## src/rtl/booth_pkg.sv

```systemverilog
// Shared types and helpers for the Booth multiplier result path.
package booth_pkg;

    localparam int DEF_WIDTH = 16;
    localparam int DEF_ACC_W = 40;

    typedef enum logic [1:0] {
        IDLE,
        ACCUM,
        PUSH
    } state_t;

    // Sign-extend the low w bits of v to 64 bits; callers slice to their word width (<= 64).
    function automatic logic [63:0] sext(input logic [63:0] v, input int unsigned w);
        logic [63:0] sh;
        sh = v << (64 - w);
        return $signed(sh) >>> (64 - w);
    endfunction

endpackage

```

## src/rtl/booth_result_fifo.sv

```systemverilog
// Synchronous result FIFO with registered head; a newly written entry becomes visible one cycle later.
module booth_result_fifo
    import booth_pkg::*;
#(
    parameter int ACC_W = DEF_ACC_W,
    parameter int DEPTH = 4
) (
    input  logic             clk,
    input  logic             rst_n,
    input  logic             push,
    input  logic             pop,
    input  logic [ACC_W-1:0] wr_data,
    output logic [ACC_W-1:0] rd_data,
    output logic             full,
    output logic             empty
);

    localparam int AW = $clog2(DEPTH);

    logic [ACC_W-1:0] mem [DEPTH];
    logic [AW:0]      wr_ptr_reg;
    logic [AW:0]      rd_ptr_reg;
    logic [AW:0]      rd_ptr_next;
    logic             valid_reg;
    logic [ACC_W-1:0] rd_data_reg;
    logic             pop_ok;
    logic             push_ok;

    assign full    = (wr_ptr_reg[AW] != rd_ptr_reg[AW]) &&
                     (wr_ptr_reg[AW-1:0] == rd_ptr_reg[AW-1:0]);
    assign pop_ok  = pop & valid_reg;
    assign push_ok = push & (~full | pop_ok);
    assign rd_ptr_next = rd_ptr_reg + {{AW{1'b0}}, pop_ok};

    assign empty   = ~valid_reg;
    assign rd_data = rd_data_reg;

    always_ff @(posedge clk) begin
        if (push_ok) begin
            mem[wr_ptr_reg[AW-1:0]] <= wr_data;
        end
    end

    // Visibility uses the pre-push write pointer, so the head read never races the write.
    always_ff @(posedge clk) begin
        if (!rst_n) begin
            wr_ptr_reg  <= '0;
            rd_ptr_reg  <= '0;
            valid_reg   <= 1'b0;
            rd_data_reg <= '0;
        end else begin
            wr_ptr_reg <= wr_ptr_reg + {{AW{1'b0}}, push_ok};
            rd_ptr_reg <= rd_ptr_next;
            valid_reg  <= (wr_ptr_reg != rd_ptr_next);
            if (wr_ptr_reg != rd_ptr_next) begin
                rd_data_reg <= mem[rd_ptr_next[AW-1:0]];
            end
        end
    end

endmodule

```

## src/rtl/booth_result_collector.sv

```systemverilog
// Captures Booth products on done rising edge, optionally accumulates, and queues results.
// Optional BOOTH_ACC_SAT_EN: saturating accumulator plus sticky sat_o output.
module booth_result_collector
    import booth_pkg::*;
#(
    parameter int WIDTH = DEF_WIDTH,
    parameter int ACC_W = DEF_ACC_W,
    parameter int DEPTH = 4
) (
    input  logic               clk,
    input  logic               rst_n,
    input  logic               done_i,
    input  logic [2*WIDTH-1:0] prod_i,
    input  logic               acc_en_i,
    input  logic               clr_i,
    output logic [ACC_W-1:0]   out_data_o,
    output logic               out_valid_o,
    input  logic               out_ready_i,
    output logic               busy_o,
    output logic               ovf_o,
    output logic [ACC_W-1:0]   acc_o
`ifdef BOOTH_ACC_SAT_EN
    ,output logic              sat_o
`endif
);

    state_t             state_reg;
    logic               done_q_reg;
    logic [2*WIDTH-1:0] prod_reg;
    logic [ACC_W-1:0]   acc_reg;
    logic [ACC_W-1:0]   res_reg;
    logic               ovf_reg;
    logic [ACC_W-1:0]   prod_sx;
    logic [ACC_W-1:0]   acc_sum;
    logic               rise;
    logic               pop;
    logic               push;
    logic               lost;
    logic               fifo_full;
    logic               fifo_empty;

    assign rise    = done_i & ~done_q_reg;
    assign prod_sx = ACC_W'(sext(64'(prod_reg), 2 * WIDTH));

`ifdef BOOTH_ACC_SAT_EN
    logic [ACC_W:0] sum_wide;
    logic           sum_ovf;
    logic           sat_reg;

    assign sum_wide = {acc_reg[ACC_W-1], acc_reg} + {prod_sx[ACC_W-1], prod_sx};
    assign sum_ovf  = sum_wide[ACC_W] ^ sum_wide[ACC_W-1];
    // The true sign sits in the extra bit when the add overflows.
    assign acc_sum  = !sum_ovf ? sum_wide[ACC_W-1:0] :
                      sum_wide[ACC_W] ? {1'b1, {(ACC_W-1){1'b0}}} : {1'b0, {(ACC_W-1){1'b1}}};
    assign sat_o    = sat_reg;
`else
    assign acc_sum  = acc_reg + prod_sx;
`endif

    assign out_valid_o = ~fifo_empty;
    assign pop         = out_valid_o & out_ready_i;
    assign push        = (state_reg == PUSH);
    assign lost        = push & fifo_full & ~pop;
    assign busy_o      = (state_reg != IDLE);
    assign ovf_o       = ovf_reg;
    assign acc_o       = acc_reg;

    always_ff @(posedge clk) begin
        if (!rst_n) begin
            state_reg  <= IDLE;
            done_q_reg <= 1'b0;
            prod_reg   <= '0;
            acc_reg    <= '0;
            res_reg    <= '0;
            ovf_reg    <= 1'b0;
`ifdef BOOTH_ACC_SAT_EN
            sat_reg    <= 1'b0;
`endif
        end else begin
            done_q_reg <= done_i;
            case (state_reg)
                IDLE: begin
                    if (rise) begin
                        prod_reg  <= prod_i;
                        state_reg <= ACCUM;
                    end
                end
                ACCUM: begin
                    if (acc_en_i && !clr_i) begin
                        acc_reg <= acc_sum;
                        res_reg <= acc_sum;
`ifdef BOOTH_ACC_SAT_EN
                        if (sum_ovf) sat_reg <= 1'b1;
`endif
                    end else begin
                        res_reg <= prod_sx;
                    end
                    state_reg <= PUSH;
                end
                PUSH:    state_reg <= IDLE;
                default: state_reg <= IDLE;
            endcase
            if ((rise && state_reg != IDLE) || lost) begin
                ovf_reg <= 1'b1;
            end
            // Clear is applied last so it wins over any same-cycle update.
            if (clr_i) begin
                acc_reg <= '0;
                ovf_reg <= 1'b0;
`ifdef BOOTH_ACC_SAT_EN
                sat_reg <= 1'b0;
`endif
            end
        end
    end

    booth_result_fifo #(
        .ACC_W (ACC_W),
        .DEPTH (DEPTH)
    ) u_fifo (
        .clk     (clk),
        .rst_n   (rst_n),
        .push    (push),
        .pop     (pop),
        .wr_data (res_reg),
        .rd_data (out_data_o),
        .full    (fifo_full),
        .empty   (fifo_empty)
    );

endmodule
```

## config.mk

```make
export PLATFORM = sky130hd
export DESIGN_NAME = booth_result_collector
export DESIGN_NICKNAME = d
export VERILOG_FILES = /design/src/rtl/booth_pkg.sv /design/src/rtl/booth_result_fifo.sv /design/src/rtl/booth_result_collector.sv
export SDC_FILE = /design/constraint.sdc
export NUM_CORES = 1
export LEC_CHECK = 0
export CORE_AREA = 2 2 136 164
export DETAILED_ROUTE_END_ITERATION = 16
export DIE_AREA = 0 0 138 166
export DONT_BUFFER_PORTS = 1
export GPL_TIMING_DRIVEN = 0
export HOLD_SLACK_MARGIN = 0.05
export PLACE_DENSITY = 0.92
export SLEW_MARGIN = 20
export SYNTH_ARGS = -nofsm -noshare
export SYNTH_HDL_FRONTEND = slang
export SYNTH_HIERARCHICAL = 1
export SYNTH_SLANG_ARGS = --single-unit
```

## constraint.sdc

```tcl
create_clock -name clk -period 7.61 [get_ports clk]
set_clock_uncertainty 0.1 [all_clocks]
set_input_delay 1.522 -clock clk [delete_from_list [all_inputs] [get_ports clk]]
set_output_delay 1.522 -clock clk [all_outputs]
set_load 0.005 [all_outputs]
```

# Word-level counts from Yosys, hierarchy flattened
# Memory sizes are Yosys's and may differ from the RTL's. A register that Yosys moved wholly into a read port is not among the register bits.
# Index checks and enable logic that the tools add are counted.
# word_totals
register_bits	123
ramBits	160
input_bits	38
output_inout_bits	83
elab_cells	46
n_memories	1
# memory_table
memory	depth	word_bits	read_ports	rd_ports_with_merged_regs	wr	line_no	rtl
u_fifo.mem	4	40	1	1	1	booth_result_fifo.sv:20	logic [ACC_W-1:0] mem [DEPTH];
# classes
addsub	3
eq_ne	6
n_mux	5
bitwise_logic	11
n_reduce_logical	11
# op_table
cell	count
40-bit adder	1
40-bit two-way mux	1
3-bit by 1-bit adder with 3-bit output	2
1-bit bitwise AND	6
1-bit inverter	4
2-bit case mux with 2 select lines	1
2-bit AND reduction	2
1-bit logical AND	3
3-bit inequality test	1
2-bit by 1-bit equality test with 1-bit output (second input constant)	1
2-bit equality test	1
2-bit equality test (second input constant)	1
1-bit logical NOT	2
2-bit logical NOT	1
1-bit two-way mux	2
2-bit two-way mux	1
2-bit inequality test (second input constant)	1
2-bit nonzero test	1
2-bit OR reduction	1
1-bit logical OR	1
1-bit inequality test	1
1-bit OR	1

# Logic depth before layout (Yosys ltp)
# logic_depth
ltp_word	7
mapped_depth	11
ltp_nobuf	11

# Modules after synthesis
# Netlist, hierarchy kept.
# by_module_without_submodules
mod	n_inst	cells_each	area_per_inst_um2	seq_area_each_um2
booth_result_fifo	1	421	7813.7	5745.5
booth_result_collector	1	831	6412.4	2322.2

# Worst setup path after synthesis
# No wires, ideal clock.
# synth_path
kind	in2reg
startpoint	input out_ready_i
endpoint	memory u_fifo/mem[2][0] (netlist bit), enable pin
setup_ns	0.495
t_arrival_ns	4.921
required_time_ns	7.015
path_slack_ns	2.094
stages	4
path_buffers	0
path_cell_list	nor2b_1 and2_1 o41ai_2 nor3b_1
# synth_between
elab_chain_len	6
# synth_lines
item	line_no	rtl
start: declaration	booth_result_collector.sv:18	input logic out_ready_i,
1-bit bitwise AND	booth_result_collector.sv:61	assign pop = out_valid_o & out_ready_i;
1-bit bitwise AND	booth_result_fifo.sv:31	assign pop_ok = pop & valid_reg;
1-bit OR	booth_result_fifo.sv:32	assign push_ok = push & (~full | pop_ok);
1-bit bitwise AND	booth_result_fifo.sv:32	
1-bit two-way mux	booth_result_fifo.sv:39	if (push_ok) begin
1-bit two-way mux (implied by the code)	booth_result_fifo.sv:40	mem[wr_ptr_reg[AW-1:0]] <= wr_data;
end: declaration	booth_result_fifo.sv:20	
# No other way between the ends.

# Final worst setup path
# layout_path
startpoint	register prod_reg[31]
endpoint	register acc_reg[39] (netlist: acc_o[39])
# layout_between
elab_chain_len	1
# layout_lines
item	line_no	rtl
start: declaration	booth_result_collector.sv:29	logic [2*WIDTH-1:0] prod_reg;
start signal: assignment	booth_result_collector.sv:84	prod_reg <= prod_i;
40-bit adder	booth_result_collector.sv:57	assign acc_sum = acc_reg + prod_sx;
end signal: assignment	booth_result_collector.sv:90	acc_reg <= acc_sum;
end: declaration	booth_result_collector.sv:30	logic [ACC_W-1:0] acc_reg;
# No other way between the ends.
# A chain may end at the register's enable or synchronous reset.

==> impl_metrics.csv <==
group,metric,value,unit
timing,max-slew-margin-rel,0.430,
floorplanning,initial_core_util,0.665,
detailed_routing,drt-vias-per-instance,6.50,
global_routing,overflow,0,
timing,period_share,0.496,
timing,drv_slew,0,
cells_and_area,multiInputGateArea,5730,um2
floorplanning,rows,59,
setup_path,worstPathArrival,4.13,ns
timing,tns,0,ns
setup_path,r2r-start,"prod_reg[31]$_SDFFE_PN0P_",
power_and_ir_drop,p_per_area,233,nW/um2
timing,rsz0062_at_grt,"false",
clocking,cts_resized,0,
setup_path,r2r_slack,3.84,ns
yosys,synthCells,1252,
yosys,yosysSeqAreaShare,0.567,
yosys,synth_fp_nets,1334,
clocking,clkTransAtPathRegs,0.06,ns
cells_and_area,fillers,1352,
yosys,synth_edf_count,160,
clocking,cts_tree,"yes",
setup_path,endpoint_kind,"flop",
setup_path,crit_required,7.96,ns
cells_and_area,fin_area,15800,um2
clocking,postCtsSetupBuffers,0,
worst_hold_path,hp-class,"flop to flop",
detailed_routing,wl_per_cell,23.6,um
power_and_ir_drop,ir_drop,192,uV
placed_design,globalplace.congestion,0.958,
yosys,synth-async-reset-ratio,0,
setup_path,crit_fanout,13,
power_and_ir_drop,p_leak,5.84,nW
clocking,clockRootBuffer,"clkbuf_16",
clocking,cts.sinks,323,
worst_hold_path,min_from,"u_fifo/rd_data[28]$_SDFFE_PN0P_",
global_routing,grt_pass1_wl,58.8,mm
global_routing,grt_usage,0.325,
worst_hold_path,min_path_cells,2,
detailed_routing,routed_wl,37.7,mm
detailed_routing,drtAntennaViolNets,0,
run_status,status,"finished, final reports clean",
detailed_routing,firstDrtPassIters,6,
detailed_routing,drc_errors,0,
timing,layout_min_cycle_time,3.77,ns
floorplanning,core,21400,um2
cells_and_area,layout.nets,1381,
floorplanning,io_pins,121,
job,drv_cap,0,
global_routing,antenna_found_initial,0,
yosys,synth_flop_cell,"dfxtp_1",
cells_and_area,final-seq-area,8070,um2
placed_design,post-dp-hpwl,26.5,mm
setup_path,critPathLaunchType,"flop",
setup_path,reg2regPathDepth,11,
cells_and_area,largest_reg_flops,160,
cells_and_area,final_common_cell,"nand2_1",
floorplanning,dieArea,22900,um2
detailed_routing,drtIter0Drc,1187,
timing,final-hold-violation-count,0,
clocking,insertion_delay,0.57,ns
yosys,synth-seq-cells,323,
global_routing,grt_max_degree,17,
yosys,syn_area,14200,um2
worst_hold_path,min_to,"u_fifo/rd_data[28]$_SDFFE_PN0P_",
global_routing,grt_pass1_vias,10500,
yosys,yosysWarningCount,6,
placed_design,port_buffers,0,
timing,tightest_slew,0.851,ns
floorplanning,die_h,166,um
detailed_routing,via_count,10400,
clocking,hold_buffers,0,
clocking,cts_buffers,30,
floorplanning,dieWidth,138,um
cells_and_area,mostFrequentLayoutCells,"267 x nand2_1, 163 x dfxtp_1, 160 x edfxtp_1, 124 x a21oi_1, 59 x clkbuf_1",
clocking,cts_htree_levels,1,
placed_design,place_area,14800,um2
clocking,ctsLongestPathBuffers,3,
yosys,synth.avg_cell_area,11.4,um2
setup_path,worstSetupPathType,"flop to flop",
cells_and_area,antenna_cells,0,
cells_and_area,drive_above_1_share,0.109,
yosys,synth_cell_type_count,63,
timing,setup_viol,0,
cells_and_area,areaGrowthSynthToFinish,11.2,%
setup_path,rr_endpoint,"acc_o[39]$_SDFFE_PP0P_",
timing,max_freq,0.265,GHz
-- metrics by stage --
| stage | cells | util | hold WS (ns) | total power [W] | setup slack, ns |
|---|---|---|---|---|---|
| 2_1_floorplan | 1252 | - | 0.348 | 0.00206 | 2.09 |
| 3_3_place_gp | 1526 | 0.681 | 0.367 | 0.00211 | 0.0974 |
| 5_1_grt | 1597 | 0.739 | 0.399 | 0.00377 | 3.74 |
| 3_5_place_dp | 1541 | 0.690 | 0.369 | 0.00213 | 3.72 |
| 6_report | 1597 | 0.739 | 0.384 | 0.00368 | 3.84 |
| 4_1_cts | 1597 | 0.739 | 0.385 | 0.00368 | 3.91 |
-- synthesized netlist by cell type (17+ instances only) --
cell      instances  share of area
nand2_1         267          0.070
dfxtp_1         163           0.23
edfxtp_1        160           0.34
a21oi_1         124          0.044
clkbuf_1         55          0.015
nor2_1           48          0.013
ha_1             43          0.038
mux2i_1          42          0.030
mux4_2           40          0.063
o21ai_0          39          0.014
a21o_1           31          0.016
xnor2_1          24          0.015
xor2_1           17          0.010
-- kinds of logic after synthesis --
logic type,count (synthesis),synth area share
and+or+nand+nor,392,0.118
DFF,323,0.567
AOI/OAI and AO/OA,275,0.122
buffers and inverters,91,0.0318
muxes,84,0.0945
adders and majority gates,44,0.0392
xor gates and xnor gates,43,0.0280
-- worst max path at each step --
stage	from	end	depth (start not counted)
2_1_floorplan	out_ready_i	u_fifo/mem[2][0]$_DFFE_PP_	4
3_3_place_gp	out_ready_i	u_fifo/mem[1][37]$_DFFE_PP_	4
3_5_place_dp	acc_en_i	res_reg[23]$_SDFFE_PN0P_	7
4_1_cts	prod_reg[31]$_SDFFE_PN0P_	acc_o[39]$_SDFFE_PP0P_	11
5_1_grt	prod_reg[31]$_SDFFE_PN0P_	acc_o[39]$_SDFFE_PP0P_	11
6_report	prod_reg[31]$_SDFFE_PN0P_	acc_o[39]$_SDFFE_PP0P_	11
-- final cells by class --
cell class | instances | share of cell area
inverter | 15 | 0.00356
sequential | 323 | 0.510
buffer | 76 | 0.0251
clock buffer | 41 | 0.0548
timing repair buffer | 15 | 0.0108
clock inverter | 15 | 0.0116
tap | 274 | 0.0217
multi-input combinational | 838 | 0.362
-- power breakdown --
group | total [W] | switching [W] | internal [W]
logic | 0.000196 | 0.000131 | 0.0000643
registers | 0.00190 | 0.0000439 | 0.00186
clock network | 0.00158 | 0.000668 | 0.000910
total | 0.00368 | 0.000843 | 0.00284
-- routing by layer --
metal  global-route usage  share of wire  routed length [um]
met1                0.392           0.36               13500
met2                0.572           0.50               18800
met3               0.0522          0.092                3460
met4                0.155          0.051                1910
met5                    0              0                   0
-- critical path, stage by stage, from the launching register on --
cell,delay [ns]
dfxtp_1,0.84
ha_1,0.36
clkbuf_1,0.21
a21o_1,0.23
a21o_1,0.17
a21o_1,0.20
a31oi_1,0.19
o21ai_0,0.21
a31o_2,0.26
a21oi_1,0.25
mux2i_1,0.27
mux2_2,0.35
No activity file was read; power rests on OpenSTA's default activity.
